`config.mk`:
```
export PLATFORM = sky130hd
export DESIGN_NAME = mac_iter_scheduler
export DESIGN_NICKNAME = d
export VERILOG_FILES = /design/src/rtl/mac_iter_scheduler.sv
export SDC_FILE = /design/constraint.sdc
export NUM_CORES = 1
export LEC_CHECK = 0
export ABC_AREA = 1
export CAP_MARGIN = 20
export CORE_MARGIN = 2
export CORE_UTILIZATION = 56
export CTS_CLUSTER_DIAMETER = 100
export CTS_CLUSTER_SIZE = 25
export DETAILED_ROUTE_END_ITERATION = 6
export DONT_BUFFER_PORTS = 1
export PLACE_DENSITY = 0.77
export SKIP_CTS_REPAIR_TIMING = 1
export SLEW_MARGIN = 0
export SYNTH_ARGS = -nofsm -noshare
export SYNTH_HDL_FRONTEND = slang
export SYNTH_SLANG_ARGS = --single-unit
export TNS_END_PERCENT = 20
```
`constraint.sdc`:
```
create_clock -name clk_i -period 6.1 [get_ports clk_i]
set_input_delay 0.61 -clock clk_i [delete_from_list [all_inputs] [get_ports clk_i]]
set_output_delay 0.61 -clock clk_i [all_outputs]
set_load 0.02 [all_outputs]
```
`src/rtl/mac_iter_scheduler.sv`:
```
// Iteration scheduler: runs nb_iter streamer/engine scalar-product passes over strided A/B/C/D addresses.
// Defining MAC_ITER_SCHED_DBG_STEP_EN adds a single-step hold in UPDATEIDX (dbg_active_i/dbg_step_i).
module mac_iter_scheduler #(
    parameter int  CNT_LEN   = 1024,
    parameter int  NB_ITER_W = 16,
    localparam int LW        = $clog2(CNT_LEN) + 1
) (
    input  logic                 clk_i,
    input  logic                 rst_i,
    input  logic                 clear_i,
    input  logic                 start_i,
`ifdef MAC_ITER_SCHED_DBG_STEP_EN
    input  logic                 dbg_active_i,
    input  logic                 dbg_step_i,
`endif
    input  logic [31:0]          base_a_i,
    input  logic [31:0]          base_b_i,
    input  logic [31:0]          base_c_i,
    input  logic [31:0]          base_d_i,
    input  logic [31:0]          iter_stride_i,
    input  logic [NB_ITER_W-1:0] nb_iter_i,
    input  logic [LW-1:0]        len_i,
    input  logic                 strm_ready_i,
    output logic                 strm_req_o,
    output logic [31:0]          a_addr_o,
    output logic [31:0]          b_addr_o,
    output logic [31:0]          c_addr_o,
    output logic [31:0]          d_addr_o,
    output logic [LW-1:0]        len_o,
    output logic                 eng_start_o,
    output logic                 eng_clear_o,
    input  logic                 eng_acc_done_i,
    input  logic                 strm_done_i,
    output logic [NB_ITER_W-1:0] iter_o,
    output logic                 busy_o,
    output logic                 done_o,
    output logic [2:0]           state_o
);

    typedef enum logic [2:0] {
        S_IDLE      = 3'd0,
        S_START     = 3'd1,
        S_COMPUTE   = 3'd2,
        S_WAIT      = 3'd3,
        S_UPDATEIDX = 3'd4,
        S_TERMINATE = 3'd5
    } state_t;

    state_t               state, next_state;
    logic [NB_ITER_W-1:0] nb_iter_q, iter_q;
    logic [31:0]          stride_q;
    logic [LW-1:0]        len_q;
    logic                 wb_seen, clr_pending;
    logic                 step_ok, last_iter, degenerate;

`ifdef MAC_ITER_SCHED_DBG_STEP_EN
    assign step_ok = !dbg_active_i || dbg_step_i;
`else
    assign step_ok = 1'b1;
`endif

    assign last_iter  = (iter_q + NB_ITER_W'(1)) == nb_iter_q;
    assign degenerate = (nb_iter_i == '0) || (len_i == '0);

    assign busy_o  = state != S_IDLE;
    assign state_o = state;
    assign iter_o  = iter_q;
    assign len_o   = len_q;

    // NOTE: sequential state uses non-blocking assignments so every flop samples pre-edge values.
    always_ff @(posedge clk_i or posedge rst_i) begin
        if (rst_i) state <= S_IDLE;
        else       state <= next_state;
    end

    // NOTE: every signal driven here gets a default first, so no path can infer a latch.
    always_comb begin
        next_state  = state;
        strm_req_o  = 1'b0;
        eng_start_o = 1'b0;
        eng_clear_o = 1'b0;
        done_o      = 1'b0;
        case (state)
            S_IDLE: begin
                if (start_i) next_state = degenerate ? S_TERMINATE : S_START;
            end
            S_START: begin
                strm_req_o  = strm_ready_i;
                eng_start_o = strm_ready_i;
                eng_clear_o = clr_pending;
                if (strm_ready_i) next_state = S_COMPUTE;
            end
            S_COMPUTE: begin
                if (eng_acc_done_i) next_state = (strm_done_i || wb_seen) ? S_UPDATEIDX : S_WAIT;
            end
            S_WAIT: begin
                if (strm_done_i) next_state = S_UPDATEIDX;
            end
            S_UPDATEIDX: begin
                if (step_ok) next_state = last_iter ? S_TERMINATE : S_START;
            end
            S_TERMINATE: begin
                done_o     = 1'b1;
                next_state = S_IDLE;
            end
            default: next_state = S_IDLE;
        endcase
        if (clear_i) next_state = S_IDLE;
    end

    // Job registers; clr_pending marks the first START cycle of each iteration.
    always_ff @(posedge clk_i or posedge rst_i) begin
        if (rst_i) begin
            a_addr_o    <= '0;
            b_addr_o    <= '0;
            c_addr_o    <= '0;
            d_addr_o    <= '0;
            stride_q    <= '0;
            nb_iter_q   <= '0;
            len_q       <= '0;
            iter_q      <= '0;
            wb_seen     <= 1'b0;
            clr_pending <= 1'b0;
        end else if (clear_i) begin
            a_addr_o    <= '0;
            b_addr_o    <= '0;
            c_addr_o    <= '0;
            d_addr_o    <= '0;
            stride_q    <= '0;
            nb_iter_q   <= '0;
            len_q       <= '0;
            iter_q      <= '0;
            wb_seen     <= 1'b0;
            clr_pending <= 1'b0;
        end else begin
            case (state)
                S_IDLE: begin
                    if (start_i) begin
                        a_addr_o    <= base_a_i;
                        b_addr_o    <= base_b_i;
                        c_addr_o    <= base_c_i;
                        d_addr_o    <= base_d_i;
                        stride_q    <= iter_stride_i;
                        nb_iter_q   <= nb_iter_i;
                        len_q       <= len_i;
                        iter_q      <= '0;
                        wb_seen     <= 1'b0;
                        clr_pending <= 1'b1;
                    end
                end
                S_START: clr_pending <= 1'b0;
                S_COMPUTE: begin
                    if (strm_done_i) wb_seen <= 1'b1;
                end
                S_UPDATEIDX: begin
                    wb_seen <= 1'b0;
                    if (step_ok && !last_iter) begin
                        iter_q      <= iter_q + NB_ITER_W'(1);
                        a_addr_o    <= a_addr_o + stride_q;
                        b_addr_o    <= b_addr_o + stride_q;
                        c_addr_o    <= c_addr_o + stride_q;
                        d_addr_o    <= d_addr_o + stride_q;
                        clr_pending <= 1'b1;
                    end
                end
                default: ;
            endcase
        end
    end

endmodule

```
==> impl_metrics.csv, run 1 <==
group,metric,value,unit
sta,setup_viol,0,
cts,numCtsBuffers,14,
worst_setup_path,r2r-end,"b_addr_o[15]",
worst_setup_path,rr_startpoint,"iter_o[0]",
cts,htreeDepth,1,
routing,drt_pass1_iterations,7,
final_layout,post-route-util,58.9,%
routing,drt_wl_total,79800,um
sta,fin_skew,0.0245,ns
routing,routedWlPerCell,20.3,um
placement,dpl.cell_count,3897,
cts,cts_tree,"done",
placement,port_buffers,0,
final_layout,final_cells,3926,
grt,overflow,0,
placement,post-place-ws,2.15,ns
grt,grt_pass1_vias,21221,
sta,finalWorstSetupSlack,2.02,ns
worst_setup_path,end_kind,"flop",
yosys,seq_area_frac_synth,25.2,%
yosys,ys.flop_type,"dfrtp_1",
worst_setup_path,crit_type,"flop to flop",
final_layout,syn2layout_area_growth,3.94,%
cts,cts_root_buf,"clkbuf_16",
worst_setup_path,r2r_slack,2.02,ns
yosys,synth_cells,3532,
power_and_ir_drop,vdd.ir_drop.worst,292,uV
yosys,ys_async_sr_fraction,100,%
grt,grt_max_degree,116,
routing,drc,12,
worst_setup_path,startpoint,"iter_o[0]",
outcome,violations,"design-rule violations",
power_and_ir_drop,power.total,7.94,mW
grt,antenna_found_initial,3,
routing,via_count,22900,
die,die-area,38400,um^2
routing,first_iter_violations,1948,
yosys,synth_area_leaders,"nand2_1 26%, dfrtp_1 25%, inv_1 11%",
sta,worstMarginPinSlew,0.934,ns
power_and_ir_drop,p_per_area,370,nW/um^2
final_layout,multi_input_area,12800,um^2
die,fp.coreArea,36400,um^2
final_layout,postLayoutCellArea,21500,um^2
worst_setup_path,cpPeakStageDelay,0.67,ns
yosys,synth_fp_nets,3855,
sta,relSlewSlack,37.7,%
routing,ant_nets,0,
worst_setup_path,path_cells,"ha_1, nand2_1, nor2_2, nand2_1, nand3_1, nand3_1, nor2_1, nand3_1, nor2_1, nand2_1, nor2_1, nand2_4, nand3_4, buf_4, nand2_1, nand2_1",
placement,place.gp.congestion,0.988,
cts,cts.sinks,208,
final_layout,drive_gt1_share,2.00,%
yosys,synth_area,20600,um^2
die,fp.dieH,196,um
worst_setup_path,critPathLaunchType,"flop",
sta,period_share,66.9,%
worst_setup_path,critPathMostFrequentCell,"nand2_1",
sta,final_hold_viol_count,0,
die,die_x,196,um
sta,fmax,245,MHz
worst_setup_path,critical_path_arrival,4.53,ns
worst_setup_path,cp.required,6.55,ns
final_layout,finalNetCount,3771,
final_layout,seqCellArea,5200,um^2
die,num_rows,70,
yosys,ys_ff_latch,208,
yosys,post-synth-top-count-cell,"nand2_1",
min_path,worstHoldPathType,"input pin to flop",
yosys,synth_top_cell_by_area,"nand2_1",
cts,clkSlewWorstSetupHoldPaths,0.11,ns
yosys,yosysWarnings,0,
power_and_ir_drop,leakage,12.4,nW
yosys,ys_top_cells_by_count,"1,419 x nand2_1, 586 x inv_1, 261 x nand3_1",
flow_run,cap_violations,0,
final_layout,nFillCells,3717,
routing,viasPerCell,5.83,
placement,place_hpwl,61100,um
grt,grt_pass1_wl,121000,um
grt,track_usage,40.8,%
die,io-pin-count,357,
cts,clk_latency,0.53,ns
worst_setup_path,crit_slowest_cell,"dfrtp_1",
sta,finalMaxSlewViolations,0,
sta,rsz0062_at_grt,"no",
worst_setup_path,reg2reg_depth,16,
yosys,ys_types,37,
sta,setup_tns,0,ns
die,start_util,56.7,%
sta,holdWs,0.228,ns
worst_setup_path,crit_end,"b_addr_o[15]",
placement,post_dp_cell_area,20900,um^2
yosys,synth_top_area_share,25.8,%
cts,clockBufferDepth,3,
worst_setup_path,critPathMaxFanout,73,
yosys,synth_edf_count,0,
yosys,synth_area_per_cell,5.84,um^2
sta,fin_crit,4.08,ns
outcome,status,"complete, but fails checks",
## routing by layer
metal  global-route usage, %  wire (um)  up-vias
li1                        -          -    11004
met1                    51.5      31500    10466
met2                    65.5      35400     1191
met3                    9.21       8330      237
met4                    21.3       4540        2
met5                       0         16        -
## registers in the layout, summed over array words and instances (netlist names)
register and cells:
state_o 3, stride_q 32, b_addr_o 32, clr_pending 1, iter_o 16, d_addr_o 32
wb_seen 1, a_addr_o 32, len_o 11, nb_iter_q 16, c_addr_o 32
## worst min-delay path by stage
stage                 startpoint      endpoint  depth (start not counted)  slack, ns
6_report       iter_stride_i[20]  stride_q[20]                          2       0.23
5_1_grt                  clear_i    state_o[1]                          3       0.21
4_1_cts                    rst_i      len_o[7]                          1      -0.04
3_5_place_dp         clr_pending   clr_pending                          2       0.48
3_3_place_gp         clr_pending   clr_pending                          2       0.46
2_1_floorplan        clr_pending   clr_pending                          2       0.44
## kinds of logic after synthesis
family	count (synthesis)	share of synthesized area, %
flops	208	25.2
xor+xnor	57	2.42
simple gates	2145	43.9
compound gates	284	7.25
buf+inv	709	13.2
fa+ha+maj	129	7.97
## layout make-up
cell class,instances,area share [%]
well taps,468,2.73
clock inverters,7,0.426
clock buffers,16,1.81
diodes,3,0.0350
repair buffers,20,0.921
flip-flops and latches,208,24.3
inverters,589,10.3
multi-input cells,2615,59.5
## worst max-delay path: cells and delay by family (launching register included)
| family | cells | cell delay [ns] |
|---|---|---|
| and+or+nand+nor | 14 | 2.20 |
| adders and majority gates | 1 | 0.39 |
| DFF | 1 | 0.67 |
| buffers and inverters | 1 | 0.61 |
## power by group
part	total, mW	switching, mW	internal [mW]
sequential	2.84	1.09	1.74
clock	1.10	0.578	0.521
combinational	4.00	2.69	1.31
total	7.94	4.36	3.57
## layout by cell type (no fill, tap or decap), drive strengths merged, types with 18 or more instances in the layout
cell / synthesis / layout
o21ai: 116 / 116
and2: 21 / 21
nor2: 196 / 196
buf: 57 / 19
nor3: 18 / 18
a21oi: 133 / 133
nand3: 262 / 262
dfrtp: 208 / 208
nand2: 1419 / 1419
xnor2: 51 / 51
nand4: 200 / 200
ha: 125 / 125
inv: 587 / 589
Note: power is estimated with default switching activity, not from simulation.
==> run 2: changes to the inputs <==
--- a/config.mk
+++ b/config.mk
@@ -13,7 +13,7 @@
 export CTS_CLUSTER_SIZE = 25
 export DETAILED_ROUTE_END_ITERATION = 6
 export DONT_BUFFER_PORTS = 1
-export PLACE_DENSITY = 0.77
+export PLACE_DENSITY = 0.74
 export SKIP_CTS_REPAIR_TIMING = 1
 export SLEW_MARGIN = 0
 export SYNTH_ARGS = -nofsm -noshare
==> constraint.sdc (replaced) <==
create_clock -name clk_i -period 3.9 [get_ports clk_i]
set_input_delay 0.39 -clock clk_i [delete_from_list [all_inputs] [get_ports clk_i]]
set_output_delay 0.39 -clock clk_i [all_outputs]
set_load 0.02 [all_outputs]
==> impl_metrics.csv, run 2 (synthesis gave the netlist of run 1 again) <==
group,metric,value,unit
worst_setup_path,cp.required,4.35,ns
flow_run,cap_violations,0,
sta,holdWs,0.0182,ns
routing,drt_wl_total,79000,um
cts,numCtsBuffers,14,
final_layout,post-route-util,59.1,%
worst_setup_path,r2r_slack,0.61,ns
worst_setup_path,rr_startpoint,"iter_o[1]",
die,die-area,38400,um^2
placement,post_dp_cell_area,21000,um^2
worst_setup_path,critical_path_arrival,3.74,ns
worst_setup_path,critPathMaxFanout,40,
worst_setup_path,crit_type,"flop to flop",
power_and_ir_drop,p_per_area,579,nW/um^2
routing,ant_nets,0,
cts,cts_root_buf,"clkbuf_16",
die,fp.coreArea,36400,um^2
cts,htreeDepth,1,
grt,grt_max_degree,149,
grt,grt_pass1_wl,121000,um
grt,overflow,0,
sta,rsz0062_at_grt,"no",
cts,clkSlewWorstSetupHoldPaths,0.11,ns
min_path,holdCritStartpoint,"len_i[9]",
grt,track_usage,40.5,%
sta,fmax,304,MHz
power_and_ir_drop,power.total,12.5,mW
grt,grt_pass1_vias,21869,
die,io-pin-count,357,
outcome,status,"complete, no violations",
grt,antenna_found_initial,4,
final_layout,drive_gt1_share,2.00,%
sta,fin_skew,0.0194,ns
cts,clk_latency,0.52,ns
sta,setup_tns,0,ns
final_layout,final_cell_mix,"1,418 x nand2_1, 582 x inv_1, 260 x nand3_1",
placement,port_buffers,0,
sta,relSlewSlack,43.9,%
routing,drt_pass1_iterations,6,
die,num_rows,70,
cts,cts_tree,"done",
worst_setup_path,critPathLaunchType,"flop",
sta,final_hold_viol_count,0,
sta,setup_viol,0,
final_layout,nFillCells,3694,
worst_setup_path,r2r-end,"d_addr_o[15]",
routing,via_count,22851,
sta,worstMarginPinSlew,0.841,ns
min_path,hold_end,"len_o[9]",
routing,viasPerCell,5.82,
power_and_ir_drop,vdd.ir_drop.worst,524,uV
die,fp.dieH,196,um
final_layout,finalNetCount,3771,
sta,finalMaxSlewViolations,0,
min_path,hold_path_depth,2,
routing,first_iter_violations,1857,
final_layout,postLayoutCellArea,21500,um^2
min_path,worstHoldPathType,"input pin to flop",
routing,drc,0,
die,start_util,56.7,%
sta,fin_crit,3.29,ns
final_layout,syn2layout_area_growth,4.36,%
power_and_ir_drop,leakage,12.5,nW
placement,place.gp.congestion,1.02,
cts,clockBufferDepth,3,
die,die_x,196,um
final_layout,final_common_cell,"nand2_1",
placement,place_hpwl,60100,um
worst_setup_path,reg2reg_depth,16,
sta,period_share,84.3,%
cts,cts.sinks,208,
worst_setup_path,end_kind,"flop",
routing,routedWlPerCell,20.1,um
## run 2: cell count changes in the layout (fill, tap and decap cells not counted), sizes merged
cell	before	now
clkbuf	16	18
clkinv	4	3
clkinvlp	2	1
diode	3	1
inv	589	590
## run 2: per-layer routing
layer / track usage, % / routed length [um] / share of wire [%]
met5: 0 / 23 / 0.029
met3: 10.2 / 8230 / 10
met4: 22.3 / 5100 / 6.5
met1: 49.4 / 30900 / 39
met2: 65.8 / 34700 / 44
## run 2: stage by stage
| step | cells | worst slack [ns] |
|---|---|---|
| finish | 3925 | 0.614 |
| global route | 3925 | 0.288 |
| CTS | 3923 | 0.638 |
| detailed placement | 3899 | 0.682 |
| global placement | 3899 | 0.832 |
| floorplan | 3532 | 0.810 |
## run 2: final cells by class
cell class | instances | area [um^2] | share of cell area, %
sequential | 208 | 5200 | 24.2
inverter | 589 | 2220 | 10.3
timing repair buffer | 20 | 290 | 1.35
antenna | 1 | 2.50 | 0.0116
tap | 468 | 586 | 2.72
clock inverter | 6 | 72.6 | 0.337
clock buffer | 18 | 407 | 1.89
multi-input combinational | 2615 | 12800 | 59.2
## run 2: critical path, stage by stage (launching register included)
cell     delay, ns
dfrtp_1       0.57
ha_1          0.39
nand2_1       0.15
nor2_2        0.25
nand2_1       0.11
nand3_1       0.09
nand3_1       0.08
nor2_1        0.09
nand3_1       0.07
nor2_1        0.12
nand2_1       0.06
nor2_1        0.22
nand2_4       0.11
nand3_4       0.39
buf_12        0.28
nand2_1       0.09
nand2_1       0.08
## run 2: worst max path at each step
stage / from / endpoint / slack [ns] / depth (start not counted)
after detailed placement: iter_o[1] / d_addr_o[15] / 0.68 / 16
after global placement: iter_o[1] / d_addr_o[27] / 0.83 / 16
final: iter_o[1] / d_addr_o[15] / 0.61 / 16
after floorplan: rst_i / a_addr_o[0] / 0.81 / 1
after CTS: iter_o[1] / d_addr_o[15] / 0.64 / 16
after global routing: iter_o[1] / b_addr_o[24] / 0.29 / 16
## run 2: report_power, final
| part | internal [mW] | leakage (nW) | switching (mW) |
|---|---|---|---|
| Sequential | 2.72 | 2.73 | 1.72 |
| Combinational | 2.11 | 9.49 | 4.18 |
| Clock | 0.829 | 0.238 | 0.903 |
